### src/rtl/fifo_wr_arbiter.sv
// Round-robin, burst-limited arbiter sharing one FIFO write port among N_REQ producers.
// Define FIFO_WR_ARB_STATS_EN to add per-requester grant counters and a stall counter.
module fifo_wr_arbiter #(
   parameter int N_REQ      = 4,
   parameter int FIFO_WIDTH = 16,
   parameter int BURST_MAX  = 2
) (
   input  logic                        clk,
   input  logic                        rst,
   input  logic [N_REQ-1:0]            req,
   input  logic [N_REQ*FIFO_WIDTH-1:0] req_data,
   output logic [N_REQ-1:0]            gnt,
   output logic [FIFO_WIDTH-1:0]       fifo_data_in,
   output logic                        fifo_wr_en,
   input  logic                        fifo_full,
   input  logic                        fifo_almostfull,
   input  logic                        fifo_overflow,
   output logic                        arb_err,
   output logic [$clog2(N_REQ)-1:0]    owner
`ifdef FIFO_WR_ARB_STATS_EN
   ,
   output logic [N_REQ*16-1:0]         stat_cnt,
   output logic [15:0]                 stall_cnt
`endif
);

   localparam int PW = $clog2(N_REQ);

   typedef enum logic [1:0] {IDLE, BURST, STALL} state_t;

   state_t        state, state_nxt;
   logic [PW-1:0] ptr, win, win_inc;
   logic [3:0]    burst_cnt, cnt_nxt;
   logic          any_req, issue_ok, found, any_gnt;

   assign any_req = |req;
   // Never let a second write chase the one already headed for the last slot.
   assign issue_ok = !fifo_full && !(fifo_almostfull && fifo_wr_en);
   assign any_gnt = |gnt;

   always_comb begin : scan
      int j;
      j = 0;
      found = 1'b0;
      win = '0;
      for (int k = 0; k < N_REQ; k++) begin
         j = int'(ptr) + k;
         if (j >= N_REQ) j = j - N_REQ;
         if (!found && req[j]) begin
            found = 1'b1;
            win = PW'(j);
         end
      end
   end

   assign win_inc = (int'(win) == N_REQ - 1) ? '0 : win + PW'(1);

   always_comb begin
      cnt_nxt = 4'd1;
      if (win == owner && state != IDLE) cnt_nxt = burst_cnt + 4'd1;
   end

   // State register
   always_ff @(posedge clk) begin
      if (rst) state <= IDLE;
      else     state <= state_nxt;
   end

   // Next-state logic
   always_comb begin
      state_nxt = IDLE;
      if (any_gnt)      state_nxt = BURST;
      else if (any_req) state_nxt = STALL;
   end

   // Output logic
   always_comb begin
      gnt = '0;
      if (!rst && issue_ok && found) gnt[win] = 1'b1;
   end

   always_ff @(posedge clk) begin
      if (rst) begin
         fifo_wr_en   <= 1'b0;
         fifo_data_in <= '0;
         arb_err      <= 1'b0;
         owner        <= '0;
         ptr          <= '0;
         burst_cnt    <= '0;
      end else begin
         fifo_wr_en <= any_gnt;
         if (fifo_overflow) arb_err <= 1'b1;
         if (any_gnt) begin
            fifo_data_in <= req_data[int'(win)*FIFO_WIDTH +: FIFO_WIDTH];
            owner        <= win;
            if (cnt_nxt < 4'(BURST_MAX)) begin
               ptr       <= win;
               burst_cnt <= cnt_nxt;
            end else begin
               ptr       <= win_inc;
               burst_cnt <= '0;
            end
         end
      end
   end

`ifdef FIFO_WR_ARB_STATS_EN
   always_ff @(posedge clk) begin
      if (rst) begin
         stat_cnt  <= '0;
         stall_cnt <= '0;
      end else begin
         for (int i = 0; i < N_REQ; i++)
            if (gnt[i] && stat_cnt[i*16 +: 16] != 16'hFFFF)
               stat_cnt[i*16 +: 16] <= stat_cnt[i*16 +: 16] + 16'd1;
         if (state == STALL && stall_cnt != 16'hFFFF)
            stall_cnt <= stall_cnt + 16'd1;
      end
   end
`endif

endmodule

### config.mk
export PLATFORM = sky130hd
export DESIGN_NAME = fifo_wr_arbiter
export DESIGN_NICKNAME = d
export VERILOG_FILES = /design/src/rtl/fifo_wr_arbiter.sv
export SDC_FILE = /design/constraint.sdc
export NUM_CORES = 1
export LEC_CHECK = 0
export BUFFER_PORTS_ARGS = -buffer_cell sky130_fd_sc_hd__buf_2
export CORE_MARGIN = 2
export CORE_UTILIZATION = 25
export DETAILED_ROUTE_END_ITERATION = 12
export REMOVE_ABC_BUFFERS = 1
export SLEW_MARGIN = 20
export SYNTH_ARGS = -nofsm -noshare
export SYNTH_HDL_FRONTEND = slang
export SYNTH_SLANG_ARGS = --single-unit
### constraint.sdc
create_clock -name clk -period 2.95 [get_ports clk]
set_input_delay 0.295 -clock clk [delete_from_list [all_inputs] [get_ports clk]]
set_output_delay 0.295 -clock clk [all_outputs]
set_load 0.01 [all_outputs]
==> results_dict.tcl, run 1 <==
set metrics [dict create \
    grt_pass1_wl_um 8107 \
    path_clk_slew_ns 0.10 \
    final_nets 413 \
    p_leak_nw 1.172 \
    drt-total-wl_um 5002 \
    clock_sinks 27 \
    cp-end-kind "register" \
    htreeDepth 1 \
    diodes 0 \
    max_freq_ghz 0.3596 \
    cp_num_buf_inv 1 \
    ir_drop_v 0.0002237 \
    grt_pass1_vias 1834 \
    yosysWarningCount 0 \
    worst_slew_pin_slew_ns 0.4773 \
    final.setup.tns_ns 0 \
    p_switching_uw 668.8 \
    final_util_pct 35.29 \
    overflow 0 \
    fin_crit_sh_pct 94.26 \
    hold_viol 0 \
    hp-class "in2reg" \
    die_w_um 86.84 \
    synth_cell_type_count 34 \
    vias_per_cell 4.717 \
    core-area_um2 6719 \
    fill_cells 744 \
    p_sw_share_pct 41.72 \
    postCtsHoldBufs 0 \
    async_flop_share_pct 0 \
    layout_commonest_cell "buf_2" \
    p_comb_share_pct 54.7 \
    vias 1953 \
    cap_violations 0 \
    worstSetupPathType "reg2reg" \
    firstDrtPassIters 4 \
    num_rows 30 \
    synth_top_flop_cell "dfxtp_1" \
    dieArea_um2 7540 \
    fin_crit_ns 2.781 \
    crit_family "simple AND/OR/NAND/NOR gates" \
    drtIter0Drc 47 \
    grt_max_degree 35 \
    cts_root_buf "clkbuf_8" \
    setup_viol 0 \
    cts-buffers-inserted 3 \
    antenna_found_initial 0 \
    outcome "completed" \
    seq_power_share_pct 32.1 \
    start_kind "register" \
    die_h_um 86.84 \
    cp.arrival_ns 2.95 \
    gp_congestion 0.7213 \
    synth_cells 240 \
    start_util_pct 25.53 \
    synth_edf_count 0 \
    crit_path_max_fanout 7 \
    syn2layout_area_growth_pct 38.22 \
    ys_ff_latch 27 \
    cpMaxStageDelayCell "dfxtp_1" \
    wire_per_inst_um 12.08 \
    power_mw 1.603 \
    dp_hpwl_um 3796 \
    track_usage_pct 13.28 \
    syn_avg_cell_area_um2 7.147 \
    drc 0 \
    port-buffer-count 96 \
    drive_gt1_share_pct 39.82 \
    skew_ns 0.007308 \
    pwr_density_cell_nw_per_um2 676.1 \
    cts_tree "done" \
    crit_chain "mux2i_1, nor2_1, or3_4, ha_1, o41ai_2, nor3_2, buf_4, nand2_1, o21ba_2, or3_1" \
    netlist_area_um2 1715 \
    ant_nets 0 \
    maxSlewHeadroom_pct 68.18 \
    ys_seq_area_share_pct 31.51 \
    insertion_delay_ns 0.27 \
    cts_max_path_buffers 2 \
    max_stage_delay_ns 0.44 \
    required_ns 3.12 \
    internal_power_uw 934.4 \
    drv_slew 0 \
    layout_common_cells "96 x buf_2, 69 x nand2_1, 33 x nand3_1" \
    pin_count 97 \
    p_clk_share_pct 13.2 \
]
==> metrics by stage <==
step                cells  instance area (µm²)  hold WS (ns)  setup slack (ns)
floorplan             224                 1648        0.3674            -1.574
finish                414                 2371        0.2184            0.1693
global placement      408                 2293        0.4459            0.1738
CTS                   412                 2340        0.2183            0.1014
global route          414                 2371        0.2553         -0.004781
detailed placement    408                 2293        0.4581            0.1247
==> power groups by stage <==
stage,combinational (mW),sequential (mW),clock [mW]
floorplan,0.510,0.552,0
global placement,0.857,0.519,0
detailed placement,0.867,0.523,0
CTS,0.868,0.515,0.222
global route,0.994,0.526,0.238
finish,0.877,0.514,0.212
==> registers in the layout, indices dropped and copies added, names as in the netlist <==
signal and flops:
fifo_data_in 16, state 2, arb_err 1, ptr 2, burst_cnt 4, owner 2
==> synthesized netlist by cell type (2+ instances only) <==
cell | number | area (µm²)
a21oi_1 | 3 | 15.01
nor3b_1 | 17 | 127.6
nor3_1 | 6 | 30.03
clkbuf_1 | 15 | 56.30
nand2b_1 | 4 | 25.02
nor2b_1 | 3 | 18.77
or3_1 | 3 | 18.77
nand3_1 | 33 | 165.2
ha_1 | 5 | 62.56
mux2i_1 | 2 | 20.02
inv_1 | 2 | 7.510
dfxtp_1 | 27 | 540.5
nand2_1 | 69 | 259.0
a31o_2 | 16 | 140.1
nor2_1 | 8 | 30.03
and2_1 | 7 | 43.79
o21ai_0 | 3 | 15.01
==> per-layer routing <==
layer / routed length [µm] / track usage (%)
met5: 0 / 0
met4: 61 / 3.835
met3: 276 / 2.000
met2: 2417 / 23.53
met1: 2247 / 16.54
==> worst min-delay path, cell delays in order <==
cell and delay [ns]:
buf_2 0.07, nor2_1 0.03, nor2_1 0.06
==> cell type report <==
| class | count | area (µm²) | area share [%] |
|---|---|---|---|
| Clock buffer | 3 | 41.29 | 1.741 |
| Tap cell | 80 | 100.1 | 4.222 |
| Inverter | 4 | 20.02 | 0.8443 |
| Timing Repair Buffer | 106 | 559.3 | 23.59 |
| Multi-Input combinational cell | 193 | 1105 | 46.60 |
| Sequential cell | 27 | 540.5 | 22.80 |
| Clock inverter | 1 | 5.005 | 0.2111 |
==> path summary, 6_finish.rpt <==
| kind | from | endpoint | slack, ns | depth (start not counted) |
|---|---|---|---|---|
| min | fifo_overflow | arb_err | 0.22 | 3 |
| min reg2reg | arb_err | arb_err | 0.47 | 2 |
| max reg2reg | ptr[1] | ptr[1] | 0.17 | 10 |
| max | ptr[1] | ptr[1] | 0.17 | 10 |
==> cell families after synthesis <==
kind of cell	count (synthesis)	synth area share, %
XOR/XNOR	1	0.5107
adder cells (fa/ha/maj)	5	3.647
AO/OA/AOI/OAI	31	14.44
buffers and inverters	20	5.106
AND/OR/NAND/NOR	154	43.62
multiplexers	2	1.167
flip-flops	27	31.51
==> repair_timing <==
action                                  CTS  global route
endpoints found under the setup margin    0             8
buffers inserted                          0             2
hold endpoints to repair                  0             0
resized for setup                         0             3
Note: power is estimated with default switching activity, not from simulation.
==> run 2: changes to the inputs <==
--- a/config.mk
+++ b/config.mk
@@ -5,7 +5,7 @@
 export SDC_FILE = /design/constraint.sdc
 export NUM_CORES = 1
 export LEC_CHECK = 0
-export BUFFER_PORTS_ARGS = -buffer_cell sky130_fd_sc_hd__buf_2
+export BUFFER_PORTS_ARGS = -buffer_cell sky130_fd_sc_hd__clkbuf_2
 export CORE_MARGIN = 2
 export CORE_UTILIZATION = 25
 export DETAILED_ROUTE_END_ITERATION = 12
==> run 2 against run 1 <==
Sequential share of layout area barely moved. Via count rose by 0.56%. Worst setup slack improved by 0.079 ns. Non-clock buffer count did not move. Total power rose by 0.96%. Final cell count did not move. Global-route usage rose by 0.43 points. Worst hold slack improved by 0.022 ns. Sequential cell count did not move. Clock skew fell by 0.0057 ns. Critical path depth did not move. Die area did not move. Critical endpoint unchanged.
==> results_dict.tcl, run 2 (synthesis gave the netlist of run 1 again) <==
set metrics [dict create \
    cts_max_path_buffers 2 \
    wl_met2_um 2437 \
    hp-class "in2reg" \
    cp-end-kind "register" \
    r2r_cells 10 \
    highest_layer "met4" \
    die_h_um 86.84 \
    clock_sinks 27 \
    path_clk_slew_ns 0.09 \
    wl_met1_um 2288 \
    grt_setup_unrepaired "no" \
    largest_register_ff_count 16 \
    finalNonFillerCells 414 \
    regMostFlops "fifo_data_in" \
    final_util_pct 35.40 \
    grt_pass1_wl_um 8328 \
    biggestRegsByFlops "fifo_data_in: 16 flops, burst_cnt: 4 flops" \
    grt_pass1_vias 1850 \
    pin_count 97 \
    maxSlewHeadroom_pct 62.07 \
    layout_common_cells "96 x clkbuf_2, 69 x nand2_1, 33 x nand3_1" \
    power_mw 1.619 \
    grt_max_degree 35 \
    cts_tree "done" \
    dpl_cell_area_um2 2293 \
    hold_viol 0 \
    gp_congestion 0.7495 \
    outcome "completed" \
    worst_slew_pin_slew_ns 0.5689 \
    final_nets 413 \
    firstDrtPassIters 4 \
    diodes 0 \
    cts_root_buf "clkbuf_8" \
    cp-startpoint "ptr[1]" \
    path_depth 10 \
    drive_gt1_share_pct 39.82 \
    crit_path_max_fanout 5 \
    syn2layout_area_growth_pct 38.66 \
    die_w_um 86.84 \
    vias_per_cell 4.744 \
    layout_commonest_cell "clkbuf_2" \
    drv_slew 0 \
    dp_hpwl_um 3850 \
    drt-total-wl_um 5067 \
    crit_family "simple AND/OR/NAND/NOR gates" \
    ir_drop_v 0.0002276 \
    insertion_delay_ns 0.27 \
    max_stage_delay_ns 0.41 \
    fill_cells 717 \
    drc 0 \
    skew_ns 0.001572 \
    p_leak_nw 1.171 \
    worstHoldPathCells 3 \
    dieArea_um2 7540 \
    port-buffer-count 96 \
    cts-buffers-inserted 3 \
    htreeDepth 1 \
    placedCellCount 408 \
    worstSetupPathType "reg2reg" \
    cp_num_buf_inv 1 \
    crit_chain "mux2i_1, nor2_1, or3_4, ha_1, o41ai_4, nor3_2, buf_4, nand2_1, o21ba_2, or3_1" \
    cap_violations 0 \
    start_util_pct 25.53 \
    drtIter0Drc 84 \
    cpMaxStageDelayCell "or3_4" \
    antenna_found_initial 0 \
    overflow 0 \
    max_freq_ghz 0.3702 \
    whs_ns 0.2408 \
    core-area_um2 6719 \
    required_ns 3.11 \
    met3_length_um 275 \
    cp.arrival_ns 2.86 \
    wire_per_inst_um 12.24 \
    track_usage_pct 13.71 \
    pwr_density_cell_nw_per_um2 680.5 \
    hp-start "fifo_overflow" \
    ant_nets 0 \
    fin_crit_ns 2.701 \
    setup_viol 0 \
    start_kind "register" \
    fin_area_um2 2379 \
    vias 1964 \
    fin_crit_sh_pct 91.57 \
    r2r_start "ptr[1]" \
    postCtsHoldBufs 0 \
    num_rows 30 \
]
run 2: metrics by stage:
stage,worst slack (ns),TNS [ns]
finish,0.2488,0
floorplan,-1.574,-36.11
global placement,0.2359,0
CTS,0.04838,0
detailed placement,0.05175,0
global route,0.07345,0
run 2: worst paths after layout:
path / end / slack [ns]
max: ptr[1] / 0.25
min: arb_err / 0.24
max reg2reg: ptr[1] / 0.25
min reg2reg: arb_err / 0.49
run 2: what timing repair did:
action | 4_1_cts | 5_1_grt
setup endpoints to repair | 0 | 23
setup buffers | 0 | 2
resized for setup | 0 | 4
run 2: power by group:
part           total, mW  switching, mW  internal [mW]  leakage [nW]
logic              0.888          0.504          0.384         0.926
registers          0.518         0.0583          0.460         0.222
clock network      0.212          0.116         0.0968        0.0228
total               1.62          0.678          0.941          1.17
run 2: metal layers:
| layer | vias up | track usage, % |
|---|---|---|
| li1 | 1018 | - |
| met1 | 875 | 17.70 |
| met2 | 66 | 23.80 |
| met3 | 5 | 1.810 |
| met4 | 0 | 3.835 |
| met5 | - | 0 |
run 2: worst register-to-register path, stage by stage (launching register included):
cell	delay (ns)
dfxtp_2	0.39
mux2i_1	0.21
nor2_1	0.05
or3_4	0.41
ha_1	0.26
o41ai_4	0.38
nor3_2	0.11
buf_4	0.18
nand2_1	0.09
o21ba_2	0.16
or3_1	0.36
run 2: final cells by class:
cell class                 instances  area, µm²  share of cell area, %
inverter                           4      20.02                 0.8417
clock buffer                       4      45.04                  1.894
timing repair buffer             106      555.5                  23.36
sequential                        27      541.8                  22.78
tap                               80      100.1                  4.208
multi-input combinational        193       1116                  46.92
==> run 3: changes to the inputs <==
--- a/config.mk
+++ b/config.mk
@@ -6,9 +6,13 @@
 export NUM_CORES = 1
 export LEC_CHECK = 0
 export BUFFER_PORTS_ARGS = -buffer_cell sky130_fd_sc_hd__clkbuf_2
+export CAP_MARGIN = 10
+export CELL_PAD_IN_SITES_DETAIL_PLACEMENT = 1
+export CELL_PAD_IN_SITES_GLOBAL_PLACEMENT = 1
 export CORE_MARGIN = 2
 export CORE_UTILIZATION = 25
 export DETAILED_ROUTE_END_ITERATION = 12
+export PLACE_DENSITY_LB_ADDON = 0.1
 export REMOVE_ABC_BUFFERS = 1
 export SLEW_MARGIN = 20
 export SYNTH_ARGS = -nofsm -noshare
==> run 3 against run 2 <==
Combinational power about the same. Routed wire length increased by 15%. Register-to-register slack about the same. Die area unchanged. Sequential power about the same. Critical path depth unchanged. Fmax increased by 0.18%. Via count increased by 0.61%. Non-clock buffer count increased by 1. Sequential cell count unchanged.
==> results_dict.tcl, run 3 (synthesis gave the netlist of run 1 again) <==
set metrics [dict create \
    final_util_pct 35.38 \
    p_sw_share_pct 42.61 \
    worstHoldPathCells 3 \
    r2r_cells 10 \
    placedCellCount 409 \
    worstSetupPathType "reg2reg" \
    min_to "arb_err" \
    core-area_um2 6719 \
    start_kind "register" \
    grt_pass1_wl_um 9528 \
    cp.arrival_ns 2.86 \
    reg2reg_to "ptr[1]" \
    cts_max_path_buffers 2 \
    insertion_delay_ns 0.28 \
    seq_power_share_pct 32.0 \
    dpl_cell_area_um2 2308 \
    p_switching_uw 693.6 \
    ir_drop_v 0.0001994 \
    hp-start "fifo_overflow" \
    required_ns 3.12 \
    power_mw 1.628 \
    p_comb_share_pct 54.6 \
    track_usage_pct 15.72 \
    cts_root_buf "clkbuf_8" \
    ant_nets 0 \
    fin_crit_sh_pct 91.40 \
    layout_common_cells "96 x clkbuf_2, 69 x nand2_1, 33 x nand3_1" \
    overflow 0 \
    cp-end-kind "register" \
    skew_ns 0.002079 \
    final_nets 414 \
    grt_pass1_vias 2064 \
    pin_count 97 \
    crit_path_max_fanout 18 \
    cts-buffers-inserted 3 \
    htreeDepth 1 \
    r2r_setup_slack_ns 0.25 \
    fin_crit_ns 2.696 \
    multi_input_area_um2 1105 \
    postCtsHoldBufs 0 \
    die_w_um 86.84 \
    max_freq_ghz 0.3709 \
    start_util_pct 25.53 \
    cap_violations 0 \
    antenna_found_initial 0 \
    drv_slew 0 \
    fill_cells 900 \
    outcome "completed" \
    gp_congestion 0.7491 \
    firstDrtPassIters 4 \
    clock_sinks 27 \
    biggestRegsByFlops "fifo_data_in: 16 flops, burst_cnt: 4 flops" \
    grt_max_degree 25 \
    wire_per_inst_um 14.03 \
    hold_viol 0 \
    port-buffer-count 96 \
    syn2layout_area_growth_pct 38.58 \
    dieArea_um2 7540 \
    setup_viol 0 \
    maxSlewHeadroom_pct 71.15 \
    whs_ns 0.2255 \
    regArea_um2 541.8 \
    p_clk_share_pct 13.5 \
    p_leak_nw 1.174 \
    pwr_density_cell_nw_per_um2 684.7 \
    drtIter0Drc 51 \
    die_h_um 86.84 \
    drt-total-wl_um 5821 \
    hp-class "in2reg" \
    diodes 0 \
    finalNonFillerCells 415 \
    worst_slew_pin_slew_ns 0.4271 \
    fin_area_um2 2377 \
    dp_hpwl_um 4477 \
    layout_commonest_cell "clkbuf_2" \
    r2r_start "ptr[1]" \
    num_rows 30 \
    regMostFlops "fifo_data_in" \
    drive_gt1_share_pct 40.00 \
    path_clk_slew_ns 0.10 \
    vias 1976 \
    vias_per_cell 4.761 \
    largest_register_ff_count 16 \
    drc 0 \
    cts_tree "done" \
    grt_setup_unrepaired "no" \
    internal_power_uw 934.2 \
]
## run 3: power by group through the flow
stage          Clock (mW)  Sequential [mW]  Combinational, mW
2_1_floorplan           0            0.552              0.510
3_3_place_gp            0            0.526              0.890
3_5_place_dp            0            0.528              0.895
4_1_cts             0.228            0.520              0.898
5_1_grt             0.244            0.533               1.02
6_report            0.219            0.520              0.888
## run 3: timing repair
action	CTS	global route
setup buffers	0	1
setup endpoints to repair	0	9
resized for setup	0	3
## run 3: worst max path at each step
stage	start	slack, ns	to	cells after the start
floorplan	ptr[1]	-1.57	ptr[1]	10
global route	ptr[1]	0.02	ptr[0]	11
CTS	ptr[1]	0.05	ptr[0]	11
finish	ptr[1]	0.25	ptr[1]	10
detailed placement	ptr[1]	0.09	ptr[0]	11
global placement	ptr[1]	0.20	ptr[1]	9
## run 3: metrics by stage
| stage | worst slack [ns] | setup TNS (ns) |
|---|---|---|
| 4_1_cts | 0.05162 | 0 |
| 3_5_place_dp | 0.09081 | 0 |
| 3_3_place_gp | 0.2009 | 0 |
| 2_1_floorplan | -1.574 | -36.11 |
| 5_1_grt | 0.02304 | 0 |
| 6_report | 0.2536 | 0 |
## run 3: critical path, cell delays in order (launching register included)
cell	delay, ns
dfxtp_2	0.40
nand2_1	0.09
a221o_1	0.34
o21ai_4	0.08
inv_2	0.16
ha_1	0.24
o41ai_1	0.47
nor3_2	0.16
nand2_1	0.13
o21ba_2	0.16
or3_1	0.36
## run 3: per-layer routing
| metal | vias to the layer above | part of all wire (%) | global-route usage (%) | wire, µm |
|---|---|---|---|---|
| met5 | - | 0 | 0 | 0 |
| met4 | 0 | 1.4 | 3.551 | 81 |
| met3 | 6 | 5.9 | 3.048 | 341 |
| met2 | 62 | 46 | 26.51 | 2653 |
| met1 | 890 | 47 | 20.67 | 2744 |
| li1 | 1018 | - | - | - |
## run 3: area by class of cell
class	instances	area share, %
sequential	27	22.79
multi-input combinational	193	46.47
timing repair buffer	107	23.74
clock buffer	3	1.737
inverter	4	0.8421
clock inverter	1	0.2105
tap	80	4.211
